<file path="src/rtl/csr_uart_tx.sv">
// CSR-mapped UART transmitter: one CSR address, a one-byte holding register
// feeding an 8N1 shifter, and a registered status read-back.
module csr_uart_tx #(
    parameter logic [11:0] BASE_ADDR  = 12'hbc0,
    parameter int          CLOCK_RATE = 100_000_000,
    parameter int          BAUD_RATE  = 115200
) (
    input  logic        clk,
    input  logic        rstn,
    input  logic        read,
    input  logic [2:0]  modify,
    input  logic [31:0] wdata,
    input  logic [11:0] addr,
    output logic [31:0] rdata,
    output logic        valid,
    output logic        tx
);

    localparam int DIVIDER = CLOCK_RATE / BAUD_RATE;
    localparam int CW      = (DIVIDER > 1) ? $clog2(DIVIDER) : 1;
    localparam logic [CW-1:0] CNT_LAST = CW'(DIVIDER - 1);

    typedef enum logic [1:0] {IDLE, START, DATA, STOP} state_t;

    state_t        state_q;
    logic [CW-1:0] cnt_q;
    logic [2:0]    bit_q;
    logic [7:0]    sh_q;
    logic          tx_q;

    logic [7:0]    hr_q,  hr_d;
    logic          hrf_q, hrf_d;
    logic          ovr_q, ovr_d;
    logic          valid_q;
    logic [31:0]   rdata_q;

    logic          hit;
    logic          wr_hit;
    logic          clr_hit;
    logic          rd_hit;
    logic          bit_last;
    logic          xfer;
    logic [31:0]   status;
    logic          unused_wdata;

    assign hit      = (addr == BASE_ADDR);
    assign wr_hit   = hit && (modify == 3'd1);
    assign clr_hit  = hit && (modify == 3'd3) && wdata[9];
    assign rd_hit   = hit && read;
    assign bit_last = (cnt_q == CNT_LAST);
    // HR moves into the shifter when the line is free or the stop bit is ending.
    assign xfer     = hrf_q && ((state_q == IDLE) || ((state_q == STOP) && bit_last));
    assign status   = {21'b0, (state_q != IDLE), ovr_q, hrf_q, 8'b0};

    // Only wdata[7:0] and wdata[9] carry meaning at this address.
    assign unused_wdata = ^{wdata[31:10], wdata[8]};

    // Holding register and overrun flag next state; overrun beats a clear.
    always_comb begin
        hr_d  = hr_q;
        hrf_d = hrf_q;
        ovr_d = ovr_q;
        if (xfer) begin
            hrf_d = 1'b0;
        end
        if (clr_hit) begin
            ovr_d = 1'b0;
        end
        if (wr_hit) begin
            if (!hrf_q || xfer) begin
                hr_d  = wdata[7:0];
                hrf_d = 1'b1;
            end else begin
                ovr_d = 1'b1;
            end
        end
    end

    // CSR-side state: holding register, flags and the one-cycle read response.
    always_ff @(posedge clk) begin
        if (!rstn) begin
            hr_q    <= 8'h00;
            hrf_q   <= 1'b0;
            ovr_q   <= 1'b0;
            valid_q <= 1'b0;
            rdata_q <= 32'h0;
        end else begin
            hr_q    <= hr_d;
            hrf_q   <= hrf_d;
            ovr_q   <= ovr_d;
            valid_q <= rd_hit;
            rdata_q <= rd_hit ? status : 32'h0;
        end
    end

    // Serial shifter FSM; tx is updated on the edge that enters each bit.
    always_ff @(posedge clk) begin
        if (!rstn) begin
            state_q <= IDLE;
            cnt_q   <= '0;
            bit_q   <= 3'd0;
            sh_q    <= 8'h00;
            tx_q    <= 1'b1;
        end else begin
            case (state_q)
                IDLE: begin
                    cnt_q <= '0;
                    bit_q <= 3'd0;
                    if (xfer) begin
                        sh_q    <= hr_q;
                        state_q <= START;
                        tx_q    <= 1'b0;
                    end else begin
                        tx_q    <= 1'b1;
                    end
                end
                START: begin
                    if (bit_last) begin
                        cnt_q   <= '0;
                        bit_q   <= 3'd0;
                        state_q <= DATA;
                        tx_q    <= sh_q[0];
                    end else begin
                        cnt_q   <= cnt_q + CW'(1);
                    end
                end
                DATA: begin
                    if (bit_last) begin
                        cnt_q <= '0;
                        if (bit_q == 3'd7) begin
                            state_q <= STOP;
                            tx_q    <= 1'b1;
                        end else begin
                            bit_q   <= bit_q + 3'd1;
                            tx_q    <= sh_q[1];
                            sh_q    <= {1'b0, sh_q[7:1]};
                        end
                    end else begin
                        cnt_q <= cnt_q + CW'(1);
                    end
                end
                STOP: begin
                    if (bit_last) begin
                        cnt_q <= '0;
                        bit_q <= 3'd0;
                        if (xfer) begin
                            sh_q    <= hr_q;
                            state_q <= START;
                            tx_q    <= 1'b0;
                        end else begin
                            state_q <= IDLE;
                            tx_q    <= 1'b1;
                        end
                    end else begin
                        cnt_q <= cnt_q + CW'(1);
                    end
                end
                default: begin
                    state_q <= IDLE;
                    cnt_q   <= '0;
                    tx_q    <= 1'b1;
                end
            endcase
        end
    end

    assign tx    = tx_q;
    assign valid = valid_q;
    assign rdata = rdata_q;

endmodule

</file>
<file path="config.mk">
export PLATFORM = sky130hd
export DESIGN_NAME = csr_uart_tx
export DESIGN_NICKNAME = d
export VERILOG_FILES = /design/src/rtl/csr_uart_tx.sv
export SDC_FILE = /design/constraint.sdc
export NUM_CORES = 1
export LEC_CHECK = 0
export BUFFER_PORTS_ARGS = -buffer_cell sky130_fd_sc_hd__buf_4
export CAP_MARGIN = 10
export CORE_AREA = 5 5 100 102
export CTS_CLUSTER_SIZE = 16
export DETAILED_ROUTE_END_ITERATION = 10
export DIE_AREA = 0 0 105 107
export HOLD_SLACK_MARGIN = 0.08
export PLACE_DENSITY = 0.55
export SYNTH_ARGS = -nofsm -noshare
export SYNTH_HDL_FRONTEND = slang
export SYNTH_SLANG_ARGS = --single-unit
export TNS_END_PERCENT = 5
</file>
<file path="constraint.sdc">
create_clock -name clk -period 4.91 [get_ports clk]
set_input_delay 0.2455 -clock clk [delete_from_list [all_inputs] [get_ports clk]]
set_output_delay 0.2455 -clock clk [all_outputs]
set_load 0.005 [all_outputs]
</file>
==> results of run 1 <==
==> worst register-to-register path, stage by stage (launching register included) <==
cell and delay [ns]:
dfxtp_1 0.36, nor4bb_1 0.93, a41o_1 0.32, nor3b_2 0.75
mux2i_1 0.27
==> cell families after synthesis <==
| logic type | Yosys count | synth area share, % |
|---|---|---|
| AO/OA/AOI/OAI | 32 | 10.6 |
| flip-flops | 38 | 34.8 |
| XOR/XNOR | 6 | 2.40 |
| multiplexers | 22 | 10.5 |
| AND/OR/NAND/NOR | 93 | 22.7 |
| buffers and inverters | 43 | 13.7 |
| other | 1 | 0.171 |
| adder cells (fa/ha/maj) | 9 | 5.15 |
==> power breakdown <==
group	switching [mW]	internal, mW	total, mW
Combinational	0.0702	0.0533	0.124
Sequential	0.00634	0.315	0.322
Clock	0.113	0.113	0.226
Total	0.189	0.481	0.671
==> sequential cells by signal (all words and copies together), names as in the netlist <==
name,count
bit_q,3
cnt_q,10
hr_q,8
hrf_q,1
ovr_q,1
rdata,3
sh_q,8
state_q,2
tx,1
valid,1
==> metrics by stage <==
step	setup WS [ns]	util [%]
final	2.23	27.5
after floorplan	3.17	-
after global routing	1.98	27.5
after global placement	2.24	26.4
after CTS	2.16	27.5
after detailed placement	2.21	26.4
==> cell usage after synthesis (2+ instances only) <==
library cell,count,area (um^2)
nand3_1,8,40.0
a21oi_1,9,45.0
a31oi_1,2,12.5
dfxtp_1,38,761
nor2b_1,2,12.5
o21ai_0,5,25.0
buf_6,2,22.5
nor4_1,4,25.0
and2_1,3,18.8
nor2_1,11,41.3
o21ai_1,3,15.0
nor3b_2,2,25.0
mux2i_1,15,150
clkbuf_1,4,15.0
nor3_1,5,25.0
nor4bb_1,2,20.0
or3_1,3,18.8
and2_2,2,15.0
xor2_1,2,17.5
inv_1,5,18.8
buf_4,30,225
ha_1,9,113
xnor2_1,4,35.0
mux2_2,7,78.8
nand2_1,40,150
==> metal layers <==
| layer | up-vias | GRT usage (%) | routed length [um] |
|---|---|---|---|
| li1 | 841 | - | - |
| met1 | 766 | 8.49 | 1770 |
| met2 | 28 | 12.8 | 2150 |
| met3 | 6 | 2.89 | 225 |
| met4 | 0 | 2.74 | 65 |
| met5 | - | 0 | 0 |
==> final cells by class <==
type,count,area [um^2]
well taps,111,139
multi-input cells,191,1230
fillers,969,6540
clock inverters,2,12.5
flip-flops and latches,38,761
clock buffers,6,82.6
inverters,5,18.8
repair buffers,31,233
==> layout by cell type (no fill, tap or decap), types with 3 or more instances in the layout <==
cell type,synthesis,final
nor4_1,4,4
mux2_2,7,7
inv_1,5,5
conb_1,1,29
o21ai_1,3,3
o21ai_0,5,5
nor2_1,11,11
clkbuf_8,1,6
or3_1,3,3
nand2_1,40,40
nor3_1,5,5
nand3_1,8,8
buf_4,30,31
a21oi_1,9,9
xnor2_1,4,4
dfxtp_1,38,38
ha_1,9,9
mux2i_1,15,15
and2_1,3,3
==> path summary, 6_finish.rpt <==
check,from,endpoint,slack [ns],cells past startpoint
setup / recovery,cnt_q[9],hr_q[7],2.23,4
setup reg to reg,cnt_q[9],hr_q[7],2.23,4
hold / removal,wdata[2],hr_q[2],0.20,3
hold reg to reg,hr_q[3],hr_q[3],0.46,2
==> results by group, run 1 <==
Worst setup path
  • CP max stage cell: nor4bb_1
  • WP data arrival: 2.90 ns
  • CP Data Required Time: 5.13 ns
  • CP Launch Type: flip-flop
  • Kind of critical path: reg2reg
  • Crit-path cells: nor4bb_1 -> a41o_1 -> nor3b_2 -> mux2i_1
  • Worst Path Buf+Inv: 0
  • Worst setup EP type: flip-flop
  • Slowest stage delay, CP: 0.93 ns
  • Critical Path Fanout Max: 8
  • Crit path max-delay family: simple AND/OR/NAND/NOR gates

Yosys
  • FF+latch count, synth: 38
  • Synthesized area per cell: 8.96 um^2
  • Mapped Cells: 244
  • Post-synthesis async set-or-reset flop share: 0%
  • Library cells used by synthesis: 52
  • Number of synthesized flops with an enable pin: 0
  • Sequential element share of the synthesized area: 34.8%
  • YS warnings: 0
  • Post-synth top flop: dfxtp_1
  • Post-Syn Area: 0.00219 mm^2

Route
  • DR DRC count: 0
  • WL/cell: 11.0 um
  • Via density per instance: 4.27
  • Iter 0 DRT Violations: 37
  • Total iterations of the first detailed-routing run: 4
  • Post-route ant nets: 0
  • Final WL: 4210 um
  • Vias: 1641

Clocking
  • Reg clk slew, reported paths: 0.08 ns
  • Clock Tree Buf Depth: 2
  • CTS Buf Count: 5
  • Clock Sinks: 38
  • CTS tree: built
  • Resized Gates After CTS: 0
  • Hold_buf cts: 0
  • Post-CTS Repair Setup Buffers: 0
  • Clk root buf: clkbuf_8
  • Worst skew pair latency: 0.29 ns
  • H-Tree Depth: 2

Placed design
  • Placed cells: 376
  • GPL Wtd Cong: 0.730
  • Buffers on Ports: 31
  • HPWL after DPL: 3150 um
  • Post-DP Area: 0.00238 mm^2

Die
  • Die H: 107 um
  • Core Area: 0.00902 mm^2
  • Initial Utilization: 24.2%
  • IO Pins: 84
  • DIE WIDTH: 105 um
  • Cell Rows: 35
  • Die Area: 0.0112 mm^2

STA
  • Max Slew Vio Count: 0
  • Slew headroom: 27.4%
  • RSZ-0062 raised after global routing: false
  • Min Hold Slack: 0.205 ns
  • Slew @ Worst Pin: 1.08 ns
  • Post-Route Skew: 0.00516 ns
  • Setup tns final: 0 ns
  • Finish-stage setup viols: 0
  • Final Hold Viols: 0
  • F_max: 373 MHz
  • Fin crit share: 54.6%
  • Fin crit period: 2.68 ns

Run
  • Max-Cap Viols: 0

Pwr
  • Worst VDD drop: 0.000101 V
  • Pwr dens: 271 mW/mm^2
  • Leakage: 0.984 nW
  • Design Power: 671 uW

Cells and area
  • Final Non-Filler Cells: 384
  • Area growth, synth to finish: 13.3%
  • Layout cells sized above 1: 20.1%
  • Post-route cell area: 0.00248 mm^2
  • Nets: 331
  • Antenna Cells: 0

Run status
  • Status: finished, final reports clean

GRT
  • Total grt overflow: 0
  • Largest net degree at the start of global routing: 38
  • Vias in the first global route: 1509
  • Initial antenna violation count: 0
  • Tot GR Track Use: 7.51%
  • Global-route wire length before repair: 6910 um

Min path
  • Worst hold path class: in2reg
(Power assumes the default switching activity.)
==> inputs of run 2 (changes only) <==
Clock period 4.91 ns to 2.61 ns, I/O delays scaled along.
==> run 2 against run 1 <==
  * Final cell count increased by 0.52%
  * Critical endpoint is now state_q[0]
  * Design area increased by 1.6%
  * Sequential power rose by 88%
  * Highest routed layer unchanged
  * Utilization increased by 0.44 points
  * First-iteration DRC count increased by 57%
  * Count of clock-buffer cells in the layout did not move
  * Fmax is 38% higher
  * Routed wire length is 2.5% higher
  * Via count increased by 0.49%
  * Non-clock buffer count up 3
==> results by group, run 2 (synthesis gave the netlist of run 1 again) <==
Die
  • Cell Rows: 35 (unchanged)
  • Core Area: 0.00902 mm^2 (unchanged)
  • DIE WIDTH: 105 um (unchanged)
  • Initial Utilization: 24.2% (unchanged)
  • Die H: 107 um (unchanged)
  • Die Area: 0.0112 mm^2 (unchanged)
  • IO Pins: 84 (unchanged)

Clocking
  • Clock Tree Buf Depth: 2 (unchanged)
  • CTS tree: built (unchanged)
  • Clock Sinks: 38 (unchanged)
  • Clk root buf: clkbuf_8 (unchanged)
  • Worst skew pair latency: 0.29 ns (about the same)
  • Reg clk slew, reported paths: 0.07 ns (was 0.08 ns)
  • CTS Buf Count: 5 (unchanged)
  • Post-CTS Repair Setup Buffers: 0 (unchanged)
  • H-Tree Depth: 2 (unchanged)
  • Hold_buf cts: 0 (unchanged)
  • Resized Gates After CTS: 0 (unchanged)

GRT
  • Met1 usage: 8.42% (was 8.49%)
  • Met2 usage: 13.2% (was 12.8%)
  • Total grt overflow: 0 (unchanged)
  • GRT met3 Usage: 2.95% (was 2.89%)
  • Vias in the first global route: 1538 (was 1509)
  • Most Crowded Layer GR: met2 (unchanged)
  • Initial antenna violation count: 0 (unchanged)
  • Tot GR Track Use: 7.57% (was 7.51%)
  • Global-route wire length before repair: 7040 um (was 6910 um)
  • Largest net degree at the start of global routing: 38 (unchanged)

Worst setup path
  • CP Data Required Time: 2.79 ns (was 5.13 ns)
  • WP data arrival: 2.12 ns (was 2.90 ns)
  • CP Launch Type: flip-flop (unchanged)
  • Critical Path Fanout Max: 9 (was 8)
  • Crit-path cells: inv_1 -> ha_1 -> buf_4 -> nor2b_1 -> a21oi_1 -> o211ai_1 -> o311a_1 (was nor4bb_1 -> a41o_1 -> nor3b_2 -> mux2i_1)
  • Kind of critical path: reg2reg (unchanged)
  • Worst setup EP type: flip-flop (unchanged)
  • Slowest stage delay, CP: 0.39 ns (was 0.93 ns)
  • CP max stage cell: dfxtp_1 (was nor4bb_1)

STA
  • RSZ-0062 raised after global routing: false (unchanged)
  • Final Hold Viols: 0 (unchanged)
  • Slew headroom: 62.2% (was 27.4%)
  • Setup tns final: 0 ns (unchanged)
  • Fin crit period: 1.94 ns (was 2.68 ns)
  • Post-Route Skew: 0.00557 ns (was 0.00516 ns)
  • Fin crit share: 74.5% (was 54.6%)
  • F_max: 514 MHz (was 373 MHz)
  • Slew @ Worst Pin: 0.568 ns (was 1.08 ns)
  • Min Hold Slack: 0.0917 ns (was 0.205 ns)
  • Finish-stage setup viols: 0 (unchanged)
  • Max Slew Vio Count: 0 (unchanged)

Pwr
  • Pwr dens: 535 mW/mm^2 (was 271 mW/mm^2)
  • Worst VDD drop: 0.000184 V (was 0.000101 V)
  • Design Power: 1.35 mW (was 671 uW)
  • Leakage: 1.01 nW (was 0.984 nW)

Placed design
  • GPL Wtd Cong: 0.770 (was 0.730)
  • HPWL after DPL: 3300 um (was 3150 um)
  • Post-DP Area: 0.00240 mm^2 (was 0.00238 mm^2)
  • Buffers on Ports: 31 (unchanged)

Route
  • Post-route ant nets: 0 (unchanged)
  • Final WL: 4320 um (was 4210 um)
  • Total iterations of the first detailed-routing run: 4 (unchanged)
  • Vias: 1649 (was 1641)
  • WL/cell: 11.2 um (was 11.0 um)
  • Via density per instance: 4.27 (about the same)
  • DR DRC count: 0 (unchanged)
  • Iter 0 DRT Violations: 58 (was 37)

Cells and area
  • Antenna Cells: 0 (unchanged)
  • Most common cell after layout, fill and taps aside: nand2_1 (unchanged)
  • Most frequent cells in the layout: 40 x nand2_1, 38 x dfxtp_1, 34 x buf_4, 29 x conb_1, 15 x mux2i_1 (was 40 x nand2_1, 38 x dfxtp_1, 31 x buf_4, 29 x conb_1, 15 x mux2i_1)
  • Post-route cell area: 0.00252 mm^2 (was 0.00248 mm^2)
  • Nets: 334 (was 331)
  • Most flop-heavy register: cnt_q (unchanged)
  • Max reg flops: 10 (unchanged)
  • Layout cells sized above 1: 20.7% (was 20.1%)
  • Final core utilization: 27.9% (was 27.5%)
  • Largest regs: cnt_q x10, hr_q x8, sh_q x8 (unchanged)
  • Area growth, synth to finish: 15.1% (was 13.3%)

Run status
  • Status: finished, final reports clean (unchanged)

Min path
  • Worst hold path class: in2reg (unchanged)

Run
  • Max-Cap Viols: 0 (unchanged)
## run 2: cell count changes in the layout (fill, tap and decap cells not counted)
cell	change
buf_4	+3
bufinv_16	+1
clkinv_2	-1
clkinvlp_4	-1
## run 2: through the flow
stage	setup WS, ns	cells
after floorplan	0.874	272
after global placement	0.655	379
after detailed placement	0.637	379
after CTS	0.624	386
after global routing	0.444	386
final	0.666	386
## run 2: final timing paths
check,cells past startpoint,startpoint,slack [ns],endpoint
max,7,state_q[0],0.67,state_q[0]
min,3,wdata[7],0.09,hr_q[7]
max reg2reg,7,state_q[0],0.67,state_q[0]
min reg2reg,2,sh_q[6],0.46,sh_q[6]
## run 2: layer usage
layer / vias up / share of wire [%]
li1: 849 / -
met1: 763 / 42
met2: 32 / 51
met3: 5 / 5.6
met4: 0 / 1.4
met5: - / 0
## run 2: layout make-up
| type | instances | area [um^2] |
|---|---|---|
| inverter | 5 | 18.8 |
| clock inverter | 1 | 30.0 |
| tap | 111 | 139 |
| sequential | 38 | 761 |
| multi-input combinational | 191 | 1230 |
| clock buffer | 6 | 82.6 |
| fill | 968 | 6500 |
| timing repair buffer | 34 | 255 |
## run 2: power breakdown
part / switching (mW) / internal, mW / leakage [nW]
Sequential: 0.0127 / 0.593 / 0.306
Clock: 0.204 / 0.306 / 0.0573
Combinational: 0.129 / 0.101 / 0.647
## run 2: worst max-delay path: cells and delay by family, from the launching register on
kind / cells / cell delay (ns)
compound gates: 3 / 0.58
simple gates: 1 / 0.19
fa+ha+maj: 1 / 0.33
flops: 1 / 0.39
buf+inv: 2 / 0.35
